==> config.mk <==
export PLATFORM = sky130hd
export DESIGN_NAME = cell_stream_obuf_flat
export DESIGN_NICKNAME = d
export VERILOG_FILES = /design/src/rtl/cell_stream_pkg.sv /design/src/rtl/cell_stream_obuf_if.sv /design/src/rtl/cell_pkt_fifo2.sv /design/src/rtl/cell_stream_obuf.sv /design/src/flat_wrapper.sv
export SDC_FILE = /design/constraint.sdc
export NUM_CORES = 1
export LEC_CHECK = 0
export ABC_CLOCK_PERIOD_IN_PS = 6300
export CAP_MARGIN = 15
export CORE_MARGIN = 2
export CORE_UTILIZATION = 45
export DETAILED_ROUTE_END_ITERATION = 16
export GPL_TIMING_DRIVEN = 0
export PLACE_DENSITY = 0.75
export SLEW_MARGIN = 40
export SYNTH_ARGS = -nofsm -noshare
export SYNTH_HDL_FRONTEND = slang
export SYNTH_HIERARCHICAL = 1
export SYNTH_SLANG_ARGS = --single-unit
==> constraint.sdc <==
create_clock -name clk -period 6.3 [get_ports clk]
set_clock_uncertainty 0.15 [all_clocks]
set_input_delay 1.26 -clock clk [delete_from_list [all_inputs] [get_ports clk]]
set_output_delay 1.26 -clock clk [all_outputs]
set_load 0.01 [all_outputs]
==> src/rtl/cell_stream_pkg.sv <==
// ============================================================================
// Module      : cell_stream_pkg
// Description : Shared packet type, beat indices and framing state encoding
//               for the cell stream output buffer.
// Revision    : 1.0 - initial release
// ============================================================================
`default_nettype none

package cell_stream_pkg;

    localparam int PKT_BEATS = 4;

    localparam logic [1:0] BEAT_HDR = 2'd0;
    localparam logic [1:0] BEAT_X   = 2'd1;
    localparam logic [1:0] BEAT_Y   = 2'd2;
    localparam logic [1:0] BEAT_S   = 2'd3;

    typedef struct packed {
        logic [31:0] header;
        logic [31:0] datax;
        logic [31:0] datay;
        logic [31:0] datas;
    } cell_pkt_t;

    typedef enum logic [0:0] {
        ST_COLLECT = 1'b0,
        ST_DRAIN   = 1'b1
    } frame_state_t;

endpackage

`default_nettype wire

==> src/rtl/cell_stream_obuf_if.sv <==
// ============================================================================
// Module      : cell_stream_obuf_if
// Description : Beat stream from the cell fabric plus flat packet words
//               towards the harness.
// Revision    : 1.0 - initial release
// ============================================================================
`default_nettype none

interface cell_stream_obuf_if;

    logic        tvalid;
    logic        tlast;
    logic [31:0] tdata;
    logic        tready;

    logic        stream_out_valid;
    logic        stream_out_ack;
    logic [31:0] stream_out_header;
    logic [31:0] stream_out_datax;
    logic [31:0] stream_out_datay;
    logic [31:0] stream_out_datas;

    // The buffer itself
    modport slave (
        input  tvalid, tlast, tdata, stream_out_ack,
        output tready, stream_out_valid,
        output stream_out_header, stream_out_datax, stream_out_datay, stream_out_datas
    );

    // Fabric and harness side
    modport master (
        output tvalid, tlast, tdata, stream_out_ack,
        input  tready, stream_out_valid,
        input  stream_out_header, stream_out_datax, stream_out_datay, stream_out_datas
    );

endinterface

`default_nettype wire

==> src/rtl/cell_pkt_fifo2.sv <==
// ============================================================================
// Module      : cell_pkt_fifo2
// Description : Two-entry packet FIFO with a registered head word.
// Revision    : 1.0 - initial release
// ============================================================================
`default_nettype none

module cell_pkt_fifo2
    import cell_stream_pkg::*;
(
    input  logic       clk,
    input  logic       rst_n,
    input  logic       push,
    input  cell_pkt_t  din,
    input  logic       pop,
    output logic [1:0] count,
    output logic [1:0] count_next,
    output cell_pkt_t  head
);

    cell_pkt_t  r_mem [0:1];
    logic       r_wr;
    logic       r_rd;
    logic [1:0] r_count;
    cell_pkt_t  r_head;

    logic       w_push;
    logic       w_pop;
    logic       w_rd_next;
    logic [1:0] w_count_next;
    cell_pkt_t  w_head_next;

    always_comb begin
        w_pop        = pop && (r_count != 2'd0);
        w_push       = push && ((r_count != 2'd2) || w_pop);
        w_count_next = r_count + {1'b0, w_push} - {1'b0, w_pop};
        w_rd_next    = r_rd ^ w_pop;
        // Head must show a packet written this same edge when it lands in the read slot
        if (w_count_next == 2'd0)
            w_head_next = '0;
        else if (w_push && (r_wr == w_rd_next))
            w_head_next = din;
        else
            w_head_next = r_mem[w_rd_next];
    end

    always_ff @(posedge clk or negedge rst_n) begin
        if (!rst_n) begin
            r_mem[0] <= '0;
            r_mem[1] <= '0;
            r_wr     <= 1'b0;
            r_rd     <= 1'b0;
            r_count  <= 2'd0;
            r_head   <= '0;
        end else begin
            if (w_push) begin
                r_mem[r_wr] <= din;
                r_wr        <= ~r_wr;
            end
            r_rd    <= w_rd_next;
            r_count <= w_count_next;
            r_head  <= w_head_next;
        end
    end

    assign count      = r_count;
    assign count_next = w_count_next;
    assign head       = r_head;

endmodule

`default_nettype wire

==> src/rtl/cell_stream_obuf.sv <==
// ============================================================================
// Module      : cell_stream_obuf
// Description : Reassembles 4-beat cell stream packets into a 2-deep packet
//               FIFO, discarding and counting malformed packets.
// Revision    : 1.0 - initial release
// ============================================================================
`default_nettype none

module cell_stream_obuf
    import cell_stream_pkg::*;
#(
    parameter string NAME  = "",
    parameter int    ERR_W = 16
) (
    input  logic                 clk,
    input  logic                 rst_n,
    cell_stream_obuf_if.slave    bus,
    output logic                 frame_err,
    output logic [ERR_W-1:0]     frame_err_count
);

    frame_state_t     r_state;
    logic             r_tready;
    logic [1:0]       r_bcnt;
    logic [31:0]      r_asm [0:2];
    logic             r_frame_err;
    logic [ERR_W-1:0] r_err_cnt;

    logic             w_accept;
    logic             w_collect;
    logic             w_last_slot;
    logic             w_push;
    logic             w_bad;
    cell_pkt_t        w_pkt;
    logic [1:0]       w_count;
    logic [1:0]       w_count_next;
    cell_pkt_t        w_head;

    assign w_accept    = bus.tvalid && r_tready;
    assign w_collect   = (r_state == ST_COLLECT);
    assign w_last_slot = (r_bcnt == BEAT_S);
    assign w_push      = w_accept && w_collect && w_last_slot && bus.tlast;
    // Runt (tlast early) and overlong (no tlast on the fourth beat) both mismatch here
    assign w_bad       = w_accept && w_collect && (w_last_slot != bus.tlast);

    always_comb begin
        w_pkt.header = r_asm[0];
        w_pkt.datax  = r_asm[1];
        w_pkt.datay  = r_asm[2];
        w_pkt.datas  = bus.tdata;
    end

    cell_pkt_fifo2 u_fifo (
        .clk        (clk),
        .rst_n      (rst_n),
        .push       (w_push),
        .din        (w_pkt),
        .pop        (bus.stream_out_ack),
        .count      (w_count),
        .count_next (w_count_next),
        .head       (w_head)
    );

    always_ff @(posedge clk or negedge rst_n) begin
        if (!rst_n) begin
            r_state     <= ST_COLLECT;
            r_tready    <= 1'b0;
            r_bcnt      <= BEAT_HDR;
            r_asm[0]    <= 32'd0;
            r_asm[1]    <= 32'd0;
            r_asm[2]    <= 32'd0;
            r_frame_err <= 1'b0;
            r_err_cnt   <= '0;
        end else begin
            // Looking at the post-edge occupancy keeps a full FIFO from ever taking a beat
            r_tready    <= (w_count_next < 2'd2);
            r_frame_err <= w_bad;
            if (w_bad && (r_err_cnt != {ERR_W{1'b1}}))
                r_err_cnt <= r_err_cnt + 1'b1;

            if (w_accept) begin
                case (r_state)
                    ST_COLLECT: begin
                        case (r_bcnt)
                            BEAT_HDR: r_asm[0] <= bus.tdata;
                            BEAT_X:   r_asm[1] <= bus.tdata;
                            BEAT_Y:   r_asm[2] <= bus.tdata;
                            default:  ;
                        endcase
                        if (bus.tlast || w_last_slot)
                            r_bcnt <= BEAT_HDR;
                        else
                            r_bcnt <= r_bcnt + 2'd1;
                        if (w_last_slot && !bus.tlast)
                            r_state <= ST_DRAIN;
                    end
                    ST_DRAIN: begin
                        if (bus.tlast)
                            r_state <= ST_COLLECT;
                    end
                    default: r_state <= ST_COLLECT;
                endcase
            end
        end
    end

    assign bus.tready            = r_tready;
    assign bus.stream_out_valid  = (w_count != 2'd0);
    assign bus.stream_out_header = w_head.header;
    assign bus.stream_out_datax  = w_head.datax;
    assign bus.stream_out_datay  = w_head.datay;
    assign bus.stream_out_datas  = w_head.datas;
    assign frame_err             = r_frame_err;
    assign frame_err_count       = r_err_cnt;

`ifndef SYNTHESIS
    always_ff @(posedge clk) begin
        if (rst_n && w_push)
            $display("%s: pkt 0x%x", NAME, r_asm[0]);
        if (rst_n && w_bad)
            $display("%s: pkt 0x%x", NAME, (r_bcnt == BEAT_HDR) ? bus.tdata : r_asm[0]);
    end
`endif

endmodule

`default_nettype wire

==> src/flat_wrapper.sv <==
// flat-port wrapper written by rule: the top's interface ports become plain ports
module cell_stream_obuf_flat import cell_stream_pkg::*;
#(
    parameter string NAME  = "",
    parameter int    ERR_W = 16
)
  (clk, rst_n, frame_err, frame_err_count, bus_tvalid, bus_tlast, bus_tdata, bus_stream_out_ack, bus_tready, bus_stream_out_valid, bus_stream_out_header, bus_stream_out_datax, bus_stream_out_datay, bus_stream_out_datas);
  cell_stream_obuf_if bus_i ();
  input  logic clk;
  input  logic rst_n;
  output logic frame_err;
  output logic [ERR_W-1:0] frame_err_count;
  input wire logic [$bits(bus_i.tvalid)-1:0] bus_tvalid;
  input wire logic [$bits(bus_i.tlast)-1:0] bus_tlast;
  input wire logic [$bits(bus_i.tdata)-1:0] bus_tdata;
  input wire logic [$bits(bus_i.stream_out_ack)-1:0] bus_stream_out_ack;
  output wire logic [$bits(bus_i.tready)-1:0] bus_tready;
  output wire logic [$bits(bus_i.stream_out_valid)-1:0] bus_stream_out_valid;
  output wire logic [$bits(bus_i.stream_out_header)-1:0] bus_stream_out_header;
  output wire logic [$bits(bus_i.stream_out_datax)-1:0] bus_stream_out_datax;
  output wire logic [$bits(bus_i.stream_out_datay)-1:0] bus_stream_out_datay;
  output wire logic [$bits(bus_i.stream_out_datas)-1:0] bus_stream_out_datas;
  assign bus_i.tvalid = bus_tvalid;
  assign bus_i.tlast = bus_tlast;
  assign bus_i.tdata = bus_tdata;
  assign bus_i.stream_out_ack = bus_stream_out_ack;
  assign bus_tready = bus_i.tready;
  assign bus_stream_out_valid = bus_i.stream_out_valid;
  assign bus_stream_out_header = bus_i.stream_out_header;
  assign bus_stream_out_datax = bus_i.stream_out_datax;
  assign bus_stream_out_datay = bus_i.stream_out_datay;
  assign bus_stream_out_datas = bus_i.stream_out_datas;
  cell_stream_obuf #(.NAME(NAME), .ERR_W(ERR_W)) u_core (.clk(clk), .rst_n(rst_n), .bus(bus_i), .frame_err(frame_err), .frame_err_count(frame_err_count));
endmodule
Word-level counts from Yosys, hierarchy flattened
Cells that the tools add are included.
W data, S select, Z words.

word-level totals
  register bits = 505
  logic and storage cells = 76
  output and inout port bits = 147
  input port bits = 37

operators by class
  bitwise gates (word level) = 5
  reduce and logical (&&, ||, !) cells = 21
  add/subtract/negate cells = 4
  multiplexer cells = 12
  magnitude comparators = 4
  eq/ne operators = 7

operator list
  cell                     number
  $mux W128                6
  $bwmux W256              1
  $demux W128 S1           1
  $add A16 B1 Y16 const B  1
  $ne A16 B16 Y1 const B   1
  $logic_and A1 B1 Y1      11
  $reduce_and A3 Y1        3
  $eq A2 B2 Y1 const B     2
  $ge A2 B2 Y1 const B     2
  $logic_not A2 Y1         2
  $not A1 Y2               2
  $add A2 B1 Y2            1
  $add A2 B1 Y2 const B    1
  $eq A2 B1 Y1 const B     1
  $logic_or A1 B1 Y1       2
  $lt A2 B1 Y1 const B     1
  $lt A2 B2 Y1 const B     1
  $mux W1                  2
  $mux W2                  1
  $ne A2 B2 Y1 const B     1
  $not A1 Y1               2
  $pmux W1 S2              1
  $reduce_and A2 Y1        1
  $reduce_bool A2 Y1       1
  other kinds (5)          5

Logic depth before layout (Yosys ltp)
  depth in word-level cells = 9
  mapped depth = 10

By module
Netlist, hierarchy kept.

by module, submodules not included
  module            cells each  area each (µm²)  instances
  cell_pkt_fifo2    1,570       18,001.0         1
  cell_stream_obuf  302         4,620.7          1

Worst setup path after synthesis
No wires, ideal clock.

  path type = input-to-reg
  from = in bus_tlast
  to = reg u_core.u_fifo.r_head (netlist bit u_core/u_fifo/head[118])
  arrival = 3.309 ns
  library setup time = 0.082 ns
  setup slack = 2.759 ns
  stages on the path = 9
  buffers on the path = 2
  data required time = 6.068 ns
  path through = inv_1 > nor4_1 > o21a_1 > ha_1 > a21boi_1 > clkbuf_1 > buf_2 > o32ai_1 > a31oi_1

RTL lines
  item                  line                  text
  start, declared       flat_wrapper.sv:14    input wire logic [$bits(bus_i.tlast)-1:0] bus_tlast;
  end signal, assigned  cell_pkt_fifo2.sv:62  r_head <= w_head_next;
  end, declared         cell_pkt_fifo2.sv:25  cell_pkt_t r_head;

==> summary.txt <==
Outcome
  • Status: finished clean

Logic synthesis
  • Syn nets: ~1,900
  • Mapped Area: roughly 23,000 um^2
  • Post-synth cell types: 40
  • Cells after synthesis: ~1,900
  • YS warnings: 6
  • Synth Register Bits: 505
  • Average cell area after synthesis: 12.1 um^2
  • Seq/Total Area, Yosys: 55.9%

Final layout
  • Share of cells above drive strength 1: 31.3%
  • Multi-input combinational cell area: 8660 um^2
  • Nets: between 2,000 and 2,500
  • Register area: about 13,000 um^2
  • Fill cell count: ~4,100
  • Synthesis-to-finish area growth: 20.8%
  • Final Core Density: a little over half

Placement
  • HPWL Detailed: between 40 and 50 mm
  • IO buf count: between 150 and 200
  • Placer Congestion: roughly 0.9
  • Pre-CTS setup slack: 1.44 ns

Worst setup path
  • Slowest cell on the critical path: nor4_2
  • Levels on crit path: 10
  • Worst setup startpoint: bus_tlast
  • CP top delay family: buffers and inverters
  • Path type of the worst setup path: input port to flop
  • Crit start category: input port
  • Critical Path End: u_core/u_fifo/head[117]$_DFF_PN0_
  • CP required: around 6.6 ns
  • Worst r2r src: u_core/r_bcnt[1]$_DFFE_PN0P_
  • WP buf/inv: 4
  • Max stage delay on crit path: between 0.5 and 0.6 ns
  • Worst endpoint data arrival time: roughly 4.6 ns
  • CP cell instances: clkdlybuf4s50_1, inv_1, nor4_2, o21a_1, ha_1, a21boi_1, buf_2, clkbuf_1, o32ai_1, a31oi_1
  • Reg2reg end: u_core/u_fifo/head[117]$_DFF_PN0_
  • Crit. End Element: flop
  • R2R setup slack: 2.60 ns
  • Worst reg2reg path depth: 10
  • CP Max Fanout: 10

Timing
  • Final count of pins violating max slew: 0
  • Worst hold slack: ~0.35 ns
  • Final Cycle Share: 68.4%
  • Relative slew margins: 50.9%
  • RSZ-0062 raised after global routing: no
  • Final Critical Period: 4.31 ns
  • Setup WS post-layout: approximately 2.0 ns
  • Setup tns final: 0 ns
  • FMAX: ~0.23 GHz
  • Final Hold Vio Count: 0
  • Worst Max-Slew Pin Slew: 0.737 ns
  • Final setup vio count: 0

Floorplan
  • Die width: approximately 230 um
  • Io pins: roughly 180
  • DIE HEIGHT: approximately 230 um
  • Core area: 49,900 um^2
  • Rows: 82
  • Initial Util: a little under half
  • Die ar.: around 52,000 um^2

Global routing
  • First-pass GRT wire length: 94.3 mm
  • GR Util met3: under 10%
  • Vias in the first global route: ~16,000
  • Gr usage total: 23.1%
  • GR Overflow Total: 0
  • Initial antenna violation count: 9
  • M1 GR Usage: roughly 30%
  • GRT Max-Usage Layer: met2
  • Met2 usage: 38.1%
  • Largest net degree at the start of global routing: between 80 and 90

Power
  • P per Cell Area: 401 nW/um^2
  • Maximum vdd drop: around 0.23 mV
  • Final Power: around 11,000 uW
  • Cell leakage power: roughly 0.012 uW

Min path
  • HP Class: flop to flop

Drt
  • DR vias/cell: between 5 and 6
  • DRT iter0 DRCs: 1,268
  • Antenna-violating nets left: 0
  • Wire per inst: 21.3 um
  • Vias: about 16,000
  • DRT Wirelength: between 60 and 70 mm
  • Remaining DRCs: 0
  • Drt pass-1 iters: 7

Clock network
  • Root buffer cell: clkbuf_16
  • Setup Buffers After CTS: 0
  • Cts bufs inserted: between 50 and 60
  • Cts hold-fix bufs: 0
  • Clk buf depth: 3
  • Post-CTS sizing: 0
  • Clock slew seen by the registers of the worst setup and hold paths: around 0.060 ns
  • CTS tree: done
  • Clk_lat worst skew: roughly 0.61 ns
  • Clk sinks: between 500 and 600
  • H-Tree Depth: 2

Flow run
  • Max-cap violations: 0
==> power breakdown <==
part	switching [uW]	internal (uW)	leakage, uW
clock	1310	1900	0.000904
sequential	660	4220	0.00671
combinational	1440	1430	0.00411
==> cells in the mapped netlist (all sizes together) <==
master,number,area (um^2)
nand4b,1,8.76
buf,79,552
xnor2,7,68.8
nand4,6,37.5
xor2,11,96.3
o32ai,128,1120
nor3,5,30.0
o21ai,3,18.8
nor3b,1,7.51
dfrtp,505,12600
nand2b,132,833
or4,1,11.3
or2,132,826
nor2,3,13.8
mux2,355,4000
a22o,1,8.76
and2,1,6.26
o21a,1,7.51
and3b,1,8.76
clkbuf,72,270
a21boi,1,7.51
inv,136,510
nor4,6,58.8
nor4b,1,8.76
mux2i,1,10.0
ha,8,100
nand3,9,50.1
a31oi,128,801
nand2,137,514
==> per-stage QoR <==
step / std cells / instance area [um^2]
final: 2833 / 27300
after global routing: 2831 / 27300
after detailed placement: 2734 / 25500
after CTS: 2831 / 27300
after floorplan: 1872 / 22600
after global placement: 2727 / 25300
==> worst min-delay path by stage <==
stage                                               startpoint                                   end  slack, ns  cells after the start
final                     u_core/u_fifo/r_mem[224]$_DFFE_PN0P_  u_core/u_fifo/r_mem[224]$_DFFE_PN0P_       0.35                      1
after global routing      u_core/u_fifo/r_mem[131]$_DFFE_PN0P_  u_core/u_fifo/r_mem[131]$_DFFE_PN0P_       0.36                      1
after CTS                  u_core/u_fifo/r_mem[75]$_DFFE_PN0P_   u_core/u_fifo/r_mem[75]$_DFFE_PN0P_       0.36                      1
after detailed placement   u_core/u_fifo/r_mem[56]$_DFFE_PN0P_   u_core/u_fifo/r_mem[56]$_DFFE_PN0P_       0.34                      1
after global placement    u_core/u_fifo/r_mem[192]$_DFFE_PN0P_  u_core/u_fifo/r_mem[192]$_DFFE_PN0P_       0.34                      1
after floorplan           u_core/u_fifo/r_mem[100]$_DFFE_PN0P_  u_core/u_fifo/r_mem[100]$_DFFE_PN0P_       0.33                      1
==> cells by family (layout without fill, tap and decap cells) <==
kind of cell / after synthesis / in the layout / synth area share, %
other cells: 0 / 2 / 0
xor+xnor: 18 / 18 / 0.730
fa+ha+maj: 8 / 8 / 0.442
flops: 505 / 505 / 55.9
buf+inv: 287 / 574 / 5.89
compound gates: 262 / 262 / 8.68
mux: 356 / 356 / 17.7
simple gates: 436 / 436 / 10.7
==> sequential cells by signal (all words and copies together) (netlist names) <==
register                cells
u_core/r_bcnt               2
u_core/u_fifo/r_wr          1
u_core/u_fifo/head        128
u_core/r_state              1
u_core/frame_err_count     16
u_core/u_fifo/r_rd          1
u_core/r_asm               96
u_core/bus.tready           1
u_core/frame_err            1
u_core/u_fifo/r_mem       256
u_core/u_fifo/count         2
==> cells in the final DEF, fill, tap and decap left out, drive strengths merged, types with 11 or more instances in the layout <==
cell type / synthesis / final
clkbuf: 72 / 144
inv: 136 / 137
clkdlybuf4s50: 0 / 182
o32ai: 128 / 128
dfrtp: 505 / 505
clkinv: 0 / 16
nand2b: 132 / 132
buf: 79 / 87
or2: 132 / 132
nand2: 137 / 137
a31oi: 128 / 128
mux2: 355 / 355
xor2: 11 / 11
==> routing by layer <==
| metal | vias to the layer above | wire (um) |
|---|---|---|
| met2 | 601 | 29300 |
| met4 | 6 | 2280 |
| met3 | 138 | 4150 |
| met5 | - | 39 |
| met1 | 8065 | 24600 |
| li1 | 7025 | - |
==> final cells by class <==
type	count	share of cell area [%]
multi-input cells	1080	31.7
inverters	136	1.87
clock buffers	72	5.70
repair buffers	190	7.43
clock inverters	25	0.984
flip-flops and latches	505	46.2
diodes	2	0.0183
plain buffers	151	3.01
well taps	672	3.08
(Power assumes the default switching activity.)
